==> src/rtl/sprite_pal_pkg.sv <==
// sprite_pal_pkg: shared palette defaults, flash FSM states and colour helpers
package sprite_pal_pkg;

    typedef enum logic [1:0] {IDLE, FLASH_ON, FLASH_OFF} flash_state_t;

    // Palette loaded into every bank at reset; entry 0 is the magenta colour key
    localparam logic [11:0] DEFAULT_PAL [16] = '{
        12'hF0F, 12'h00A, 12'h0A0, 12'hA00,
        12'h000, 12'h555, 12'hAAA, 12'h0FF,
        12'hFF0, 12'h800, 12'h080, 12'hFFF,
        12'h008, 12'h888, 12'hFB7, 12'h444
    };

    // All-ones colour for the given channel width, right-aligned in 48 bits
    function automatic logic [47:0] rgb_white(input int ch_w);
        return (48'd1 << (3 * ch_w)) - 48'd1;
    endfunction

endpackage

==> src/rtl/sprite_flash_fsm.sv <==
// sprite_flash_fsm: frame-counted hit flash alternating ON/OFF phases
module sprite_flash_fsm
    import sprite_pal_pkg::*;
#(
    parameter int LEN_W = 4
) (
    input  logic             Clk,
    input  logic             Reset_n,
    input  logic             frame_tick,
    input  logic             flash_start,
    input  logic [LEN_W-1:0] flash_len,
    output logic             flash_on,
    output logic             flash_active
);

    flash_state_t     state;
    logic [LEN_W-1:0] cnt;

    // A valid start always restarts the flash and swallows a coincident tick
    always_ff @(posedge Clk) begin
        if (!Reset_n) begin
            state        <= IDLE;
            cnt          <= '0;
            flash_on     <= 1'b0;
            flash_active <= 1'b0;
        end else if (flash_start && flash_len != '0) begin
            state        <= FLASH_ON;
            cnt          <= flash_len;
            flash_on     <= 1'b1;
            flash_active <= 1'b1;
        end else if (frame_tick && state != IDLE) begin
            if (cnt == LEN_W'(1)) begin
                state        <= IDLE;
                flash_on     <= 1'b0;
                flash_active <= 1'b0;
            end else begin
                cnt      <= cnt - LEN_W'(1);
                state    <= (state == FLASH_ON) ? FLASH_OFF : FLASH_ON;
                flash_on <= (state == FLASH_OFF);
            end
        end
    end

endmodule

==> src/rtl/sprite_palette_bank.sv <==
// sprite_palette_bank: writable multi-palette colour lookup with hit-flash, 2-cycle latency
module sprite_palette_bank
    import sprite_pal_pkg::*;
#(
    parameter int IDX_W   = 4,
    parameter int NUM_PAL = 4,
    parameter int CH_W    = 4,
    parameter int KEY_IDX = 0,
    parameter int LEN_W   = 4,
    localparam int PAL_W  = (NUM_PAL > 1) ? $clog2(NUM_PAL) : 1,
    localparam int ENT_W  = 3 * CH_W,
    localparam int DEPTH  = 2 ** IDX_W
) (
    input  logic             Clk,
    input  logic             Reset_n,
    input  logic             pix_valid,
    input  logic [PAL_W-1:0] pix_pal,
    input  logic [IDX_W-1:0] pix_idx,
    input  logic             wr_en,
    input  logic [PAL_W-1:0] wr_pal,
    input  logic [IDX_W-1:0] wr_idx,
    input  logic [ENT_W-1:0] wr_rgb,
    input  logic             frame_tick,
    input  logic             flash_start,
    input  logic [LEN_W-1:0] flash_len,
    output logic             out_valid,
    output logic [CH_W-1:0]  out_red,
    output logic [CH_W-1:0]  out_green,
    output logic [CH_W-1:0]  out_blue,
    output logic             out_transparent,
    output logic             flash_active
);

    logic [ENT_W-1:0] pal [NUM_PAL][DEPTH];
    logic [PAL_W-1:0] rd_pal;
    logic             s1_valid;
    logic             s1_trans;
    logic [ENT_W-1:0] s1_rgb;
    logic             flash_on;

    assign rd_pal = (32'(pix_pal) < NUM_PAL) ? pix_pal : '0;

    // Palette registers: reset to the defaults, one write per cycle, bad banks dropped
    always_ff @(posedge Clk) begin
        if (!Reset_n) begin
            for (int p = 0; p < NUM_PAL; p++)
                for (int i = 0; i < DEPTH; i++)
                    pal[p][i] <= ENT_W'(DEFAULT_PAL[4'(i)]);
        end else if (wr_en && 32'(wr_pal) < NUM_PAL) begin
            pal[wr_pal][wr_idx] <= wr_rgb;
        end
    end

    // Stage 1: fetch the entry before this cycle's write lands, so collisions read old data
    always_ff @(posedge Clk) begin
        if (!Reset_n) begin
            s1_valid <= 1'b0;
            s1_trans <= 1'b0;
            s1_rgb   <= '0;
        end else begin
            s1_valid <= pix_valid;
            if (pix_valid) begin
                s1_rgb   <= pal[rd_pal][pix_idx];
                s1_trans <= (pix_idx == IDX_W'(KEY_IDX));
            end
        end
    end

    // Stage 2: whiten opaque pixels during the ON phase, hold outputs between requests
    always_ff @(posedge Clk) begin
        if (!Reset_n) begin
            out_valid       <= 1'b0;
            out_red         <= '0;
            out_green       <= '0;
            out_blue        <= '0;
            out_transparent <= 1'b0;
        end else begin
            out_valid <= s1_valid;
            if (s1_valid) begin
                {out_red, out_green, out_blue} <= (flash_on && !s1_trans) ? ENT_W'(rgb_white(CH_W)) : s1_rgb;
                out_transparent <= s1_trans;
            end
        end
    end

    sprite_flash_fsm #(.LEN_W(LEN_W)) u_flash (
        .Clk          (Clk),
        .Reset_n      (Reset_n),
        .frame_tick   (frame_tick),
        .flash_start  (flash_start),
        .flash_len    (flash_len),
        .flash_on     (flash_on),
        .flash_active (flash_active)
    );

endmodule

==> config.mk <==
export PLATFORM = sky130hd
export DESIGN_NAME = sprite_palette_bank
export DESIGN_NICKNAME = d
export VERILOG_FILES = /design/src/rtl/sprite_pal_pkg.sv /design/src/rtl/sprite_flash_fsm.sv /design/src/rtl/sprite_palette_bank.sv
export SDC_FILE = /design/constraint.sdc
export NUM_CORES = 1
export LEC_CHECK = 0
export ABC_AREA = 1
export CAP_MARGIN = 0
export CORE_MARGIN = 5
export CORE_UTILIZATION = 30
export DETAILED_ROUTE_END_ITERATION = 10
export PLACE_DENSITY_LB_ADDON = 0.3
export SYNTH_ARGS = -nofsm -noshare
export SYNTH_HDL_FRONTEND = slang
export SYNTH_SLANG_ARGS = --single-unit
export TNS_END_PERCENT = 1
==> constraint.sdc <==
create_clock -name Clk -period 2.7 [get_ports Clk]
set_clock_uncertainty 0.1 [all_clocks]
set_input_delay 0.27 -clock Clk [delete_from_list [all_inputs] [get_ports Clk]]
set_output_delay 0.27 -clock Clk [all_outputs]
set_load 0.005 [all_outputs]
After elaboration in Yosys (flattened, before gate mapping)
Memory sizes are Yosys's and may differ from the RTL's.
Cells that the tools add are included.
{"block": "totals", "word_cells": 65, "out_inout_bits": 15, "ram_bits": 768, "n_memories": 1, "ff_bits": 36, "input_bits": 34}
{"block": "classes", "addsub": 1, "reduce_logical": 14, "n_lt_le_gt_ge": 3, "eq_ne": 4, "n_mux": 26, "bitwise": 3}
{"name": "pal", "words": 4, "width": 192, "rd": 1, "rd_ports_with_merged_regs": 0, "write_ports": 4, "line": "sprite_palette_bank.sv:34", "text": "logic [ENT_W-1:0] pal [NUM_PAL][DEPTH];"}
{"cell": "$mux 192", "count": 3}
{"cell": "$reduce_or 192->1", "count": 1}
{"cell": "$bmux 12 s4", "count": 1}
{"cell": "$demux 12 s4", "count": 1}
{"cell": "$mux 12", "count": 4}
{"cell": "$mux 4", "count": 3}
{"cell": "$mux 1", "count": 11}
{"cell": "$ge 5x5->1 const B", "count": 2}
{"cell": "$not 4->5", "count": 2}
{"cell": "$mux 2", "count": 3}
{"cell": "$reduce_bool 2->1", "count": 3}
{"cell": "$lt 5x1->1 const B", "count": 1}
{"cell": "$eq 4x1->1 const B", "count": 1}
{"cell": "$logic_and 1x1->1", "count": 4}
{"cell": "$logic_not 4->1", "count": 1}
{"cell": "$reduce_and 2->1", "count": 2}
{"cell": "$reduce_bool 4->1", "count": 1}
{"cell": "$sub 4x1->4 const B", "count": 1}
{"cell": "$eq 2x1->1 const B", "count": 1}
{"cell": "$eq 2x2->1 const B", "count": 1}
{"cell": "$ne 2x1->1 const B", "count": 1}
{"cell": "$reduce_or 2->1", "count": 1}
{"cell": "$logic_not 1->1", "count": 1}
{"cell": "$not 1->1", "count": 1}

Depth between registers and ports, before layout
Gate-level depths: netlist of the first run.
{"block": "logic_depth", "depth_word": 8, "mapped_depth": 15, "depth_no_buf": 13}

Modules after synthesis
From an unflattened synthesis of the first run, not the netlist that was laid out.
{"block": "hier_totals", "hier_cells": 3411, "hier_area_um2": 34903.5}
{"mod": "sprite_palette_bank", "instances": 1, "seq_area_each_um2": 23622.7, "area_each_um2": 34406.7, "cells_each": 3335}
{"mod": "sprite_flash_fsm", "instances": 1, "seq_area_each_um2": 160.2, "area_each_um2": 496.7, "cells_each": 76}

Worst setup path before layout of the first run
Ideal clock, no wire load.
{"block": "synth_path", "path_type": "input port to flip-flop", "from": "input port wr_en", "to": "memory pal[0][0] (netlist bit) (enable)", "path_slack_ns": 0.532, "t_arrival_ns": 1.671, "cell_stages": 4, "setup_ns": 0.398, "required_time_ns": 2.202, "path_buffers": 0, "cell_sequence": "nand2_1 -> nor3_1 -> nand2_1 -> o21ai_0"}
{"item": "start, declared", "line": "sprite_palette_bank.sv:19", "text": "input logic wr_en,"}
{"item": "end, declared", "line": "sprite_palette_bank.sv:34"}

==> metrics.md, run 1 <==
| Metric | Value |
|---|---|
| First-pass DRT Iterations | `7` |
| Worst slew pin tran | `0.702 ns` |
| Critical path cell sequence | `clkdlybuf4s50_1, nand2_1, nor3_1, buf_4, inv_1, nor2_1, inv_1, nor2_2, inv_1, nand2_1, buf_12` |
| Clock transition at the registers of the reported paths | `0.06 ns` |
| Mapped Nets | `3425` |
| Vias | `24600` |
| Pin count of the biggest net entering global routing | `99` |
| Fin nets | `3549` |
| PostCTS Resize Cnt | `0` |
| DRT iter0 DRCs | `2465` |
| PwrDens | `696 nW/um2` |
| Cell mode on critical path | `inv_1` |
| Hold buffers post-CTS | `0` |
| Grt met1 use | `23.1%` |
| # Post-CTS Setup Buffers | `0` |
| Routed WL per cell | `20.1 um` |
| Critical Path RT | `2.96 ns` |
| Die area | `123000 um2` |
| Port Buffers | `48` |
| Worst skew pair latency | `0.64 ns` |
| Top cells by area, synth | `edfxtp_1 66%, nand2_1 12%, nand3_1 9.0%, nor2_1 3.9%, dfxtp_1 2.1%` |
| Met3 usage in global routing | `3.52%` |
| Peak supply drop | `0.553 mV` |
| First-pass GRT wire length | `152 mm` |
| Post-route ant nets | `0` |
| Final period util | `73.5%` |
| Final Wtd Congestion | `0.881` |
| # IOs | `49` |
| Vias in the first global route | `23300` |
| CTS buffer count | `85` |
| CTS max path bufs | `3` |
| Detailed placer's ending HPWL | `62.9 mm` |
| Slowest CP cell | `clkdlybuf4s50_1` |
| Die W | `350 um` |
| Non-Filler Instances | `5099` |
| Met2 Usage GRT | `25.7%` |
| Worst Hold Class | `input pin to register` |
| Startpoint Class | `input pin` |
| Placed Cells | `4950` |
| Post-synthesis cell count | `3389` |
| Final slew viol count | `0` |
| Area of the core | `116000 um2` |
| Tmin final | `1.98 ns` |
| FFs w/ async S/R, synth | `0%` |
| CTS sink cnt | `804` |
| Status | `completed` |
| Area grow syn2layout | `18.0%` |
| CTS root buf | `clkbuf_16` |
| Initial Util | `30.1%` |
| YS warnings | `0` |
| Grt ovf | `0` |
| Area share of the largest cell type after synthesis | `66.3%` |
| Leak | `15.6 nW` |
| Layout cells sized above 1 | `9.82%` |
| Post-Route WL | `103 mm` |
| Number of max-cap violations | `0` |
| Kind of critical path | `input pin to register` |
| CTS tree | `built` |
| Worst-path fanout max | `12` |
| Flop and latch count out of synthesis | `804` |
| Unrepaired setup endpoints after global routing | `no` |
| Final TNS setup | `0 ns` |
| Num rows | `125` |
| Gr busiest metal | `met2` |
| Max stage delay on crit path | `0.46 ns` |
| Die Height | `350 um` |
| Post-synthesis sequential area ratio | `68.4%` |
| Final hold violation count | `0` |
| Slew Limit Headroom | `53.1%` |
| Buf/Inv on CP | `6` |
| Worst EP arrival | `2.25 ns` |
| CP top delay family | `buffers and inverters` |
| H-Tree Level Count | `3` |
| Netlist Area Pre-Place | `34800 um2` |
| # setup viols final | `0` |
| Crit. End Element | `register` |
| Post-synth EDFFs | `768` |
| Mean Syn Cell Area | `10.3 um2` |
| Synth area leader | `edfxtp_1` |
| Initial antenna violation count | `2` |
| All-Layer GR Usage | `16.4%` |
| Synth Flop Type | `edfxtp_1` |
| Vias per Instance | `4.81` |
| Fmax | `504 MHz` |
| Drt drc | `0` |
| Post-synth cell types | `26` |
area by class of cell:
type | count | area [um2]
fillers | 11500 | 74600
diodes | 1 | 2.50
flip-flops and latches | 804 | 23800
clock inverters | 34 | 295
multi-input cells | 2206 | 9310
well taps | 1524 | 1910
clock buffers | 114 | 2310
inverters | 144 | 559
repair buffers | 272 | 2850
report_power, final:
group | total (mW) | internal [mW] | switching [mW] | leakage, nW
Clock | 11.1 | 6.36 | 4.77 | 1.27
Sequential | 14.7 | 14.5 | 0.224 | 7.78
Combinational | 2.67 | 0.816 | 1.86 | 6.56
Total | 28.6 | 21.7 | 6.85 | 15.6
path summary, 6_finish.rpt:
kind	end	slack, ns	start	cells past startpoint
max	pal[1][190]$_SDFFCE_PN1P_	0.72	wr_en	11
min	u_flash.cnt[2]$_SDFFE_PN0P_	0.15	flash_len[2]	3
max reg2reg	s1_rgb[1]$_SDFFE_PN0P_	0.86	pal[3][121]$_SDFFCE_PN0P_	10
min reg2reg	u_flash.cnt[1]$_SDFFE_PN0P_	0.37	u_flash.cnt[1]$_SDFFE_PN0P_	2
through the flow:
| stage | cell area, um2 | hold slack (ns) | setup WS, ns | power (mW) | utilization (%) |
|---|---|---|---|---|---|
| 2_1_floorplan | 34800 | 0.269 | 0.532 | 16.4 | - |
| 3_3_place_gp | 38400 | 0.356 | 0.0219 | 17.6 | 33.2 |
| 3_5_place_dp | 38400 | 0.360 | 0.0746 | 17.7 | 33.2 |
| 4_1_cts | 41000 | 0.118 | 0.778 | 28.8 | 35.5 |
| 5_1_grt | 41000 | 0.137 | 0.569 | 29.6 | 35.5 |
| 6_report | 41000 | 0.148 | 0.717 | 28.6 | 35.5 |
registers in the layout (all words and copies together) (netlist names):
signal and count:
out_blue 4, out_transparent 1, out_valid 1, s1_trans 1, u_flash.flash_active 1, pal 768, u_flash.cnt 4, out_green 4
s1_rgb 12, u_flash.state 2, s1_valid 1, u_flash.flash_on 1, out_red 4
cell usage in the layout, fill, tap and decap left out, types with 3 or more instances in the layout:
| master | instances |
|---|---|
| nand2_1 | 1075 |
| buf_12 | 55 |
| nor3_1 | 4 |
| bufinv_16 | 4 |
| o21ai_1 | 45 |
| nor2_1 | 362 |
| o21ai_0 | 40 |
| clkinv_8 | 3 |
| clkinv_2 | 11 |
| nand3_1 | 623 |
| clkinv_1 | 15 |
| buf_4 | 171 |
| o211ai_1 | 4 |
| clkbuf_1 | 23 |
| clkbuf_16 | 87 |
| dfxtp_1 | 36 |
| a31oi_1 | 13 |
| nor2_2 | 9 |
| a21oi_1 | 22 |
| clkdlybuf4s50_1 | 44 |
| inv_1 | 140 |
| edfxtp_1 | 768 |
logic make-up after synthesis:
kind of cell,after synthesis,share of synthesized area [%]
AOI/OAI and AO/OA,128,1.95
xor gates and xnor gates,1,0.0252
adders and majority gates,2,0.0720
and+or+nand+nor,2075,24.7
buffers and inverters,379,4.83
DFF,804,68.4
layer usage:
layer	routed length, um	up-vias
met5	0	-
met4	2770	0
met3	7730	153
met2	46400	808
met1	45700	11900
li1	-	11700
synth_stat cells (3+ instances only):
master / n
o211ai_1: 4
buf_4: 16
buf_6: 9
nor2_2: 8
a31oi_1: 13
edfxtp_1: 768
nor2_1: 363
dfxtp_1: 36
nor3_1: 4
nand2_1: 1075
a21oi_1: 22
nand3_1: 623
clkbuf_1: 100
buf_2: 101
o21ai_1: 13
buf_1: 9
o21ai_0: 72
inv_2: 3
inv_1: 140
worst min-delay path, delay by kind of cell:
kind / cells / cell delay [ns]
compound gates: 1 / 0.08
buf+inv: 2 / 0.48
(Power assumes the default switching activity.)
==> run 2, diff against run 1 <==
==> constraint.sdc (replaced) <==
create_clock -name Clk -period 1.6 [get_ports Clk]
set_clock_uncertainty 0.1 [all_clocks]
set_input_delay 0.16 -clock Clk [delete_from_list [all_inputs] [get_ports Clk]]
set_output_delay 0.16 -clock Clk [all_outputs]
set_load 0.005 [all_outputs]
==> metrics.md, run 2 (synthesis gave the netlist of run 1 again) <==
| Metric | Value |
|---|---|
| Leak | `16.7 nW (+6.9%)` |
| CTS root buf | `clkbuf_16` |
| PwrDens | `1140 nW/um2 (+64%)` |
| Port Buffers | `48 (unchanged)` |
| Tmin final | `1.68 ns` |
| CTS tree | `built` |
| # IOs | `49 (unchanged)` |
| R2r startpoint | `pal[3][25]$_DFFE_PP_` |
| Most frequent cells in the layout | `1041 x nand2_1, 768 x edfxtp_1, 548 x nand3_1, 359 x nor2_1, 260 x buf_4` |
| Number of max-cap violations | `0 (unchanged)` |
| Worst-path fanout max | `1 (-11)` |
| Final Instance Area | `43100 um2 (+5.1%)` |
| Critical Path RT | `2.03 ns (-0.93 ns)` |
| Clock transition at the registers of the reported paths | `0.06 ns (about the same)` |
| Max FFs per register | `768 (unchanged)` |
| Worst reg2reg path depth | `10 (unchanged)` |
| Die W | `350 um (unchanged)` |
| Fin nets | `3674 (+3.5%)` |
| Fin worst setup slack | `-0.0772 ns (-0.794 ns)` |
| Cell internal pwr | `37.3 mW (+72%)` |
| Sw Pwr | `11.9 mW (+74%)` |
| Post-route ant nets | `0 (unchanged)` |
| CTS sink cnt | `804 (unchanged)` |
| Unrepaired setup endpoints after global routing | `yes` |
| # setup viols final | `16 (+16)` |
| Final period util | `105%` |
| Final Wtd Congestion | `0.890 (+1.0%)` |
| All-Layer GR Usage | `16.5% (+0.031 points)` |
| Drt drc | `0 (unchanged)` |
| Vias per Instance | `4.78 (-0.68%)` |
| Routed WL per cell | `19.6 um (-2.7%)` |
| Die Height | `350 um (unchanged)` |
| CP startpoint | `pal[3][25]$_DFFE_PP_` |
| Post-Route WL | `102 mm (-0.16%)` |
| DRT iter0 DRCs | `2242 (-9.0%)` |
| Worst EP arrival | `2.11 ns (-0.14 ns)` |
| Sw Ratio | `24.2% (+0.17 points)` |
| Fillers | `11200 (-1.8%)` |
| Area grow syn2layout | `24.0%` |
| Flop-to-flop setup slack | `-0.08 ns (-0.94 ns)` |
| Final hold violation count | `0 (unchanged)` |
| Initial antenna violation count | `3 (+1)` |
| Detailed placer's ending HPWL | `67.9 mm (+7.9%)` |
| Area of the core | `116000 um2 (unchanged)` |
| Cell Area, Placed | `39800 um2 (+3.6%)` |
| Worst slew pin tran | `0.669 ns (-0.0329 ns)` |
| Worst Hold Class | `input pin to register` |
| Largest regs | `pal (768), s1_rgb (12)` |
| Slew Limit Headroom | `55.4% (+2.3 points)` |
| CTS buffer count | `85 (unchanged)` |
| Reg with most FFs | `pal` |
| Layout cells sized above 1 | `16.3% (+6.5 points)` |
| First-pass DRT Iterations | `5 (-2)` |
| Status | `complete, but fails checks` |
| Peak supply drop | `0.756 mV (+37%)` |
| Final slew viol count | `0 (unchanged)` |
| Num rows | `125 (unchanged)` |
| Die area | `123000 um2 (unchanged)` |
| Worst hold start | `flash_len[0]` |
| Kind of critical path | `register to register` |
| Grt ovf | `0 (unchanged)` |
| Vias | `25000 (+1.9%)` |
| First-pass GRT wire length | `153 mm (+0.64%)` |
| CP Capture Point | `s1_rgb[1]$_SDFFE_PN0P_` |
| CTS max path bufs | `3 (unchanged)` |
| Worst skew pair latency | `0.64 ns (about the same)` |
| Failing checks | `setup timing` |
| Pin count of the biggest net entering global routing | `76 (-23%)` |
| Vias in the first global route | `24200 (+3.8%)` |
| Comb pwr share | `10.3% (+0.9 points)` |
| Startpoint Class | `register` |
| Commonest non-fill, non-tap cell in the layout | `nand2_1` |
| Tot Pwr | `49.2 mW (+72%)` |
| Initial Util | `30.1% (unchanged)` |
| H-Tree Level Count | `3 (unchanged)` |
| Crit. End Element | `register` |
| R2R Path End | `s1_rgb[1]$_SDFFE_PN0P_` |
| Fmax | `596 MHz` |
| Clock power frac | `39.1% (about the same)` |
| Sequential Power Share | `50.5% (-1.1 points)` |
## run 2: changes by cell type in the layout (fill, tap and decap cells not counted), sizes merged
cell	previous run	this run
buf	228	351
bufinv	4	7
clkbuf	114	105
clkdlybuf4s50	44	25
clkinv	30	35
clkinvlp	1	6
dlygate4sd2	0	16
dlygate4sd3	0	2
dlymetal6s2s	0	3
inv	143	148
## run 2: final cells by class
type / count / area [um2] / share of cell area [%]
Timing Repair Buffer: 397 / 4210 / 9.76
Clock buffer: 105 / 2230 / 5.18
Tap cell: 1524 / 1910 / 4.42
Multi-Input combinational cell: 2206 / 9960 / 23.1
Sequential cell: 804 / 23800 / 55.2
Clock inverter: 52 / 468 / 1.09
Antenna cell: 1 / 2.50 / 0.00580
Inverter: 144 / 559 / 1.30
## run 2: metrics by stage
stage	hold slack, ns	setup TNS (ns)	util, %	cells	setup WS (ns)
6_report	0.0725	-0.405	37.3	5233	-0.0772
3_5_place_dp	0.361	-714.00	34.4	5073	-0.747
3_3_place_gp	0.353	-719.79	34.4	5073	-0.781
4_1_cts	0.00889	-1.01	36.9	5232	-0.148
2_1_floorplan	0.159	-101.57	-	3389	-0.162
5_1_grt	0.0739	-4.56	37.3	5232	-0.136
## run 2: how the worst min path moves through the flow
stage               cells after the start                          end  slack [ns]
floorplan                               0          pal[0][0]$_DFFE_PP_        0.16
global placement                        2  u_flash.cnt[1]$_SDFFE_PN0P_        0.35
detailed placement                      2     out_blue[3]$_SDFFE_PN0P_        0.36
CTS                                     3  u_flash.cnt[0]$_SDFFE_PN0P_       0.009
global route                            3  u_flash.cnt[0]$_SDFFE_PN0P_        0.07
finish                                  3  u_flash.cnt[0]$_SDFFE_PN0P_        0.07
## run 2: power by group through the flow
stage	Sequential, mW	Combinational [mW]	Clock (mW)
2_1_floorplan	25.2	2.44	0
3_3_place_gp	25.3	4.87	0
3_5_place_dp	25.3	4.89	0
4_1_cts	24.9	4.95	19.6
5_1_grt	25.0	5.51	20.5
6_report	24.9	5.08	19.3
## run 2: worst max-delay path, cell delays in order, from the launching register on
cell	delay, ns
edfxtp_1	0.35
nand2_1	0.08
nand3_1	0.08
nand3_1	0.12
nand3_1	0.14
nand3_1	0.23
nand3_1	0.10
nand2_1	0.12
nand3_2	0.13
nand2_1	0.08
inv_1	0.03
## run 2: repair_timing
item	in CTS	in global routing
resized for setup	59	99
setup endpoints to repair	314	704
buffers inserted	0	0
hold buffers	2	0
pin swaps	1	11
endpoints found under the hold margin	2	0
## run 2: layer usage
| layer | share of wire (%) | wire length (um) | vias up | global-route usage [%] |
|---|---|---|---|---|
| li1 | - | - | 12000 | - |
| met1 | 44 | 45300 | 12100 | 22.8 |
| met2 | 46 | 47400 | 795 | 26.9 |
| met3 | 6.4 | 6560 | 156 | 2.37 |
| met4 | 3.1 | 3180 | 0 | 5.03 |
| met5 | 0 | 0 | - | 0 |
